**config.mk**
```make
export PLATFORM = sky130hd
export DESIGN_NAME = bundle_decode_stage
export DESIGN_NICKNAME = d
export VERILOG_FILES = /design/src/rtl/bundle_decode_stage_pkg.sv /design/src/rtl/bundle_decode_stage_lane_decoder.sv /design/src/rtl/bundle_decode_stage.sv
export SDC_FILE = /design/constraint.sdc
export NUM_CORES = 1
export LEC_CHECK = 0
export ABC_AREA = 1
export CAP_MARGIN = 20
export CELL_PAD_IN_SITES_DETAIL_PLACEMENT = 1
export CELL_PAD_IN_SITES_GLOBAL_PLACEMENT = 2
export CORE_MARGIN = 1.5
export CORE_UTILIZATION = 33
export DETAILED_ROUTE_END_ITERATION = 10
export PLACE_DENSITY_LB_ADDON = 0.1
export SKIP_LAST_GASP = 1
export SYNTH_ARGS = -nofsm -noshare
export SYNTH_HDL_FRONTEND = slang
export SYNTH_SLANG_ARGS = --single-unit
```
**constraint.sdc**
```tcl
create_clock -name clk -period 3.92 [get_ports clk]
set_clock_uncertainty 0.1 [all_clocks]
set_input_delay 0.392 -clock clk [delete_from_list [all_inputs] [get_ports clk]]
set_output_delay 0.392 -clock clk [all_outputs]
set_load 0.02 [all_outputs]
```
**src/rtl/bundle_decode_stage_pkg.sv**
```systemverilog
// Shared types for the bundle decode stage:
// opcode constants, decoded-lane record and skid buffer state.
package bundle_decode_stage_pkg;

    localparam int DEC_XLEN = 32;

    localparam logic [6:0] OP_LOAD   = 7'b0000011;
    localparam logic [6:0] OP_STORE  = 7'b0100011;
    localparam logic [6:0] OP_JAL    = 7'b1101111;
    localparam logic [6:0] OP_BRANCH = 7'b1100011;
    localparam logic [6:0] OP_IMM    = 7'b0010011;
    localparam logic [6:0] OP_REG    = 7'b0110011;

    typedef enum logic [1:0] {
        SKID_EMPTY = 2'd0,
        SKID_ONE   = 2'd1,
        SKID_TWO   = 2'd2
    } skid_state_e;

    typedef struct packed {
        logic [6:0]          op;
        logic [4:0]          rd;
        logic [4:0]          rs1;
        logic [4:0]          rs2;
        logic [2:0]          funct3;
        logic [6:0]          funct7;
        logic [DEC_XLEN-1:0] imm;
        logic [DEC_XLEN-1:0] pc;
    } dec_lane_t;

endpackage

```
**src/rtl/bundle_decode_stage_lane_decoder.sv**
```systemverilog
// Combinational decode of one instruction lane, plus the
// register read/write flags used for intra-bundle hazards.
module lane_decoder
    import bundle_decode_stage_pkg::*;
#(
    parameter int XLEN = 32
) (
    input  logic [XLEN-1:0] instr_i,
    input  logic [XLEN-1:0] pc_i,
    output dec_lane_t       dec_o,
    output logic            writes_o,
    output logic            reads_rs1_o,
    output logic            reads_rs2_o,
    output logic            illegal_o
);

    logic [6:0]      opc;
    logic            sgn;
    logic            rd_nz;
    logic            legal;
    logic [XLEN-1:0] imm_i;
    logic [XLEN-1:0] imm_s;
    logic [XLEN-1:0] imm_b;
    logic [XLEN-1:0] imm_j;

    assign opc   = instr_i[6:0];
    assign sgn   = instr_i[31];
    assign rd_nz = (instr_i[11:7] != 5'd0);
    assign legal = (opc == OP_LOAD) || (opc == OP_STORE) ||
                   (opc == OP_JAL) || (opc == OP_BRANCH) ||
                   (opc == OP_IMM) || (opc == OP_REG);

    assign imm_i = {{(XLEN-12){sgn}}, instr_i[31:20]};
    assign imm_s = {{(XLEN-12){sgn}}, instr_i[31:25],
                    instr_i[11:7]};
    assign imm_b = {{(XLEN-12){sgn}}, instr_i[7],
                    instr_i[30:25], instr_i[11:8], 1'b0};
    assign imm_j = {{(XLEN-20){sgn}}, instr_i[19:12],
                    instr_i[20], instr_i[30:21], 1'b0};

    always_comb begin
        dec_o       = '0;
        dec_o.pc    = pc_i;
        writes_o    = 1'b0;
        reads_rs1_o = 1'b0;
        reads_rs2_o = 1'b0;
        illegal_o   = 1'b0;
        if (legal) begin
            dec_o.op     = opc;
            dec_o.rd     = instr_i[11:7];
            dec_o.rs1    = instr_i[19:15];
            dec_o.rs2    = instr_i[24:20];
            dec_o.funct3 = instr_i[14:12];
            dec_o.funct7 = instr_i[31:25];
        end
        unique case (opc)
            OP_LOAD, OP_IMM: begin
                dec_o.imm   = imm_i;
                writes_o    = rd_nz;
                reads_rs1_o = 1'b1;
            end
            OP_STORE: begin
                dec_o.imm   = imm_s;
                dec_o.rd    = '0;
                reads_rs1_o = 1'b1;
                reads_rs2_o = 1'b1;
            end
            OP_BRANCH: begin
                dec_o.imm   = imm_b;
                dec_o.rd    = '0;
                reads_rs1_o = 1'b1;
                reads_rs2_o = 1'b1;
            end
            OP_JAL: begin
                dec_o.imm = imm_j;
                writes_o  = rd_nz;
            end
            OP_REG: begin
                writes_o    = rd_nz;
                reads_rs1_o = 1'b1;
                reads_rs2_o = 1'b1;
            end
            default: illegal_o = 1'b1;
        endcase
    end

endmodule

```
**src/rtl/bundle_decode_stage.sv**
```systemverilog
// Decodes a multi-lane issue bundle, flags intra-bundle RAW
// hazards and holds results in a two-entry skid buffer.
module bundle_decode_stage
    import bundle_decode_stage_pkg::*;
#(
    parameter int LANES = 2,
    parameter int XLEN  = 32
) (
    input  logic                  clk,
    input  logic                  rst_n,
    input  logic                  in_valid,
    output logic                  in_ready,
    input  logic [LANES*XLEN-1:0] in_instr,
    input  logic [XLEN-1:0]       in_pc,
    input  logic                  flush,
    output logic                  out_valid,
    input  logic                  out_ready,
    output dec_lane_t [LANES-1:0] out_dec,
    output logic [LANES-1:0]      out_dep,
    output logic [LANES-1:0]      out_illegal
);

    typedef struct packed {
        dec_lane_t [LANES-1:0] dec;
        logic [LANES-1:0]      dep;
        logic [LANES-1:0]      ill;
    } entry_t;

    dec_lane_t [LANES-1:0] dec;
    logic [LANES-1:0]      wr;
    logic [LANES-1:0]      r1;
    logic [LANES-1:0]      r2;
    logic [LANES-1:0]      ill;
    logic [LANES-1:0]      dep;
    entry_t                new_e;

    skid_state_e state_q, state_d;
    logic        in_ready_q;
    logic        out_valid_q;
    entry_t      head_q;
    entry_t      tail_q;
    logic        acc;
    logic        deq;

    for (genvar g = 0; g < LANES; g++) begin : g_lane
        logic [XLEN-1:0] lane_pc;
        assign lane_pc = in_pc + XLEN'(4 * g);
        lane_decoder #(.XLEN(XLEN)) u_dec (
            .instr_i     (in_instr[g*XLEN +: XLEN]),
            .pc_i        (lane_pc),
            .dec_o       (dec[g]),
            .writes_o    (wr[g]),
            .reads_rs1_o (r1[g]),
            .reads_rs2_o (r2[g]),
            .illegal_o   (ill[g])
        );
    end

    // wr[] already excludes x0, so rd==0 never raises a hazard
    always_comb begin
        dep = '0;
        for (int i = 1; i < LANES; i++) begin
            for (int j = 0; j < i; j++) begin
                if (wr[j] &&
                    ((r1[i] && dec[i].rs1 == dec[j].rd) ||
                     (r2[i] && dec[i].rs2 == dec[j].rd)))
                    dep[i] = 1'b1;
            end
        end
    end

    assign new_e = {dec, dep, ill};
    assign acc   = in_valid && in_ready_q && !flush;
    assign deq   = out_valid_q && out_ready;

    always_comb begin
        state_d = state_q;
        if (flush) begin
            state_d = SKID_EMPTY;
        end else begin
            unique case (state_q)
                SKID_EMPTY: if (acc) state_d = SKID_ONE;
                SKID_ONE: begin
                    if (acc && !deq)      state_d = SKID_TWO;
                    else if (!acc && deq) state_d = SKID_EMPTY;
                end
                SKID_TWO: if (deq) state_d = SKID_ONE;
                default:  state_d = SKID_EMPTY;
            endcase
        end
    end

    always_ff @(posedge clk or negedge rst_n) begin
        if (!rst_n) begin
            state_q     <= SKID_EMPTY;
            in_ready_q  <= 1'b1;
            out_valid_q <= 1'b0;
            head_q      <= '0;
            tail_q      <= '0;
        end else begin
            state_q     <= state_d;
            in_ready_q  <= (state_d != SKID_TWO);
            out_valid_q <= (state_d != SKID_EMPTY);
            if (!flush) begin
                if (state_q == SKID_TWO) begin
                    if (deq) head_q <= tail_q;
                end else if (acc) begin
                    if (state_q == SKID_EMPTY || deq)
                        head_q <= new_e;
                    else
                        tail_q <= new_e;
                end
            end
        end
    end

    assign in_ready    = in_ready_q;
    assign out_valid   = out_valid_q;
    assign out_dec     = head_q.dec;
    assign out_dep     = head_q.dep;
    assign out_illegal = head_q.ill;

endmodule

```
==> results summary <==
The root buffer cell chosen for the clock tree is sky130_fd_sc_hd__clkbuf_16. In this run the most used layer during global routing was met2. The maximum frequency from static timing analysis is roughly 0.36 GHz. The post-cts resize count came out at 0. In this run the worst path has a maximum fanout of 72. For this run the aggregate overflow at the end of global routing stands at 0.

During I/O placement, the number of pins put on the boundary was roughly 300. The final wirelength came out at approximately 57,000 um. Across the run, the number of max-cap violations was 0. The share of the synthesized area in the top cell type came out at between 50% and 60%. The number of buffers created by CTS came out at 41. The final total negative setup slack came out at 0 ns. The TritonCTS clock tree is yes. The total cell area at the placement stage is ~19,000 um^2. The number of standard cells after synthesis came out at 1,956. The post-synthesis sequential element count is ~350. The total vias in the final route is roughly 14,000. The sequential cells in the finished layout cover a total of between 8000 and 9000 um^2. Clock-pin slew was measured on the worst setup and hold paths at around 0.060 ns. The die area came out at around 50,000 um^2.

The sort of element at the start of the critical path is a flip-flop. The largest stage delay on the critical path came out at around 0.76 ns. The final-layout fill cell count is around 5,600.

Global routing used 31.4% of the available met1 tracks. The violation count after the first detailed-routing iteration is between 900 and 1,000. The path class of the tightest hold or removal check is primary input to flip-flop.

The final period utilization came out at a little over two thirds. The fraction of final layout cells with drive strength greater than 1 is 4.68%. The utilization after layout came out at 43.4%. The number of design rule violations left after detail routing is 0. Ranked by total cell area, the synthesized netlist is headed by sky130_fd_sc_hd__dfrtp_1, sky130_fd_sc_hd__nand2_1, sky130_fd_sc_hd__a21oi_1. The flow ran to the end, and the final reports show no timing, DRC or antenna violations. The post-DP HPWL is about 38,000 um. The count of pins over their slew limit is 0. The routed wire length per instance came out at around 20 um. In this run the number of cells on the critical path is 8. The final-layout worst hold slack came out at between 0.3 and 0.4 ns.

The number of failing hold endpoints at the final stage is 0. The buffers plus inverters on the worst setup path is 4. The most frequent standard cell in the layout excluding fill and tap cells is sky130_fd_sc_hd__nand2_1. The setup path with the least slack is of type flip-flop to flip-flop. The initialized floorplan defines 80 standard-cell rows. The weighted congestion at the end of routability-driven global placement is roughly 0.82. The required time reported for the critical path endpoint is about 4.2 ns. On the critical path, the stage with the largest delay is an instance of sky130_fd_sc_hd__buf_4.

Dividing the synthesized area by the synthesized cell count gives around 8 um^2. The clock reaches the later pin of the worst-skew pair after ~0.56 ns. The time the final worst path needs with I/O delays and setup is 2.77 ns.

The number of iterations in the first detailed-routing pass came out at 5. The transition time at the pin with the least slew margin is 1.08 ns. The power density over the cells is approximately 550 nW/um^2. The cell area after synthesis is around 16,000 um^2. Setup repair after global routing left no endpoint under its margin. The overall power came out at between 10 and 15 mW.

The worst hold path passes through 3 cells. The sequential share of the synthesized area came out at around 54%. The yosys synthesis warning count is 0. For this configuration, the core starts out at a cell density of 33.5%.

The met2 usage in global routing came out at between 30 and 40%. The largest area contributor in the netlist is sky130_fd_sc_hd__dfrtp_1. The headroom to the max-slew limit came out at around 28%. The worst supply voltage drop on vdd came out at ~240 uV. The finished layout holds between 2,000 and 3,000 standard cells, fillers aside. The worst setup slack after layout is about 1.1 ns. The die extent in x is approximately 220 um. When the netlist entered floorplanning its net count stood at 2,058. After detailed routing, the number of vias per cell comes to 5.08. The capturing element type of the critical path is a flip-flop. The met3 track demand over resource came out at under 10%. The finished cells cover a little over 20,000 um^2.

The leakage component of the power is around 9.5 nW. The net count of the finished layout is 2,272. Leaving out fill and tap cells, the most frequent cells in the layout are sky130_fd_sc_hd__nand2_1, sky130_fd_sc_hd__dfrtp_1, sky130_fd_sc_hd__clkdlybuf4s50_1, sky130_fd_sc_hd__a21oi_1, sky130_fd_sc_hd__o21ai_0. The placement-stage worst setup slack came out at slightly below 1 ns. The via count of the first global-routing pass came out at roughly 15,000.

The data arrival time at the worst-slack endpoint came out at between 3 and 4 ns. The tree built by TritonCTS fans out to between 300 and 400 sinks. The first-pass GRT wire length came out at between 80,000 and 90,000 um. The final count of negative-setup-slack endpoints is 0.

The number of distinct library cell variants in the gate-level netlist after synthesis is 40. The pin count of the biggest net entering global routing came out at 203. The vertical die dimension came out at 223 um. The core region is approximately 48,000 um^2.

The total global routing track utilization is 23.0%. The gate family responsible for the most delay along the worst path is buffers and inverters. The clock passes through at most 3 buffers.

The number of antenna violations at the first check in global routing came out at 2. The multi-input combinational cell area is roughly 6300 um^2. Compared with the post-synthesis result, the final layout area differs by 29.4%. The total instance count after detailed placement is 2,741. The remaining number of nets flagged by the antenna check after routing came out at 0. For the worst flop-to-flop path, the logic depth is 8.

The H-tree depth came out at 2. The number of I/O port buffers is between 200 and 300. Traced cell by cell, the critical path runs through inv_1 > nor2_4 > inv_4 > buf_4 > buf_4 > nand2_1 > o21ai_0 > o21ai_0.
[synthesized netlist by cell type, drive strengths merged]
cell and instances:
nand4 11, dfrtp 345, nand2 539, clkbuf 79, nor3 9, buf 71
o22a 4, o31ai 11, nor4 5, or3 1, inv 96, o41ai 1
o21a 17, a21oi 190, dfstp 1, conb 1, a21boi 1, o211ai 1
xor2 17, a31oi 40, o21ai 195, xnor2 5, or2 3, nor2 187
ha 1, o22ai 4, a22oi 8, nand3 113
[kinds of logic after synthesis]
logic type               synth area share (%)
buffers and inverters                    6.63
flip-flops                               54.1
adder cells (fa/ha/maj)                0.0782
XOR/XNOR                                 1.20
other                                  0.0234
AO/OA/AOI/OAI                            15.8
AND/OR/NAND/NOR                          22.1
[per-layer routing]
metal | vias to the layer above | part of all wire, %
met2 | 259 | 47
met3 | 81 | 3.6
met1 | 7136 | 46
met4 | 2 | 2.8
met5 | - | 0.019
li1 | 6831 | -
[final timing paths]
path,from,endpoint,slack (ns)
setup / recovery,state_q[1],out_dec[98],1.15
hold / removal,in_pc[0],tail_q[4],0.33
setup reg to reg,state_q[1],out_dec[98],1.15
hold reg to reg,tail_q[13],tail_q[13],0.37
max in group asynchronous,rst_n,out_dec[67],2.19
min in group asynchronous,rst_n,out_dec[23],0.36
[worst min-delay path, delay by kind of cell]
kind	cells	cell delay [ns]
buf+inv	1	0.44
simple gates	2	0.13
[report_power, final]
part	switching (mW)	total (mW)	internal [mW]	leakage, nW
clock network	1.55	3.84	2.29	0.644
logic	1.59	2.87	1.27	4.46
registers	0.437	4.68	4.25	4.39
[final cells by class]
class	count	share of cell area, %
multi-input combinational	1364	30.4
inverter	96	1.80
clock buffer	68	6.04
tap	615	3.72
sequential	346	41.8
antenna	1	0.0121
timing repair buffer	321	15.8
clock inverter	4	0.357
[repair_timing]
action	in CTS	in global routing
endpoints found under the hold margin	97	0
buffers inserted	0	0
hold buffers	1	0
[state kept, by name, indices dropped and copies added, names as in the netlist]
register / count
out_illegal: 2
state_q: 2
in_ready: 1
out_valid: 1
out_dep: 1
out_dec: 168
tail_q: 171
Note: power is estimated with default switching activity, not from simulation.
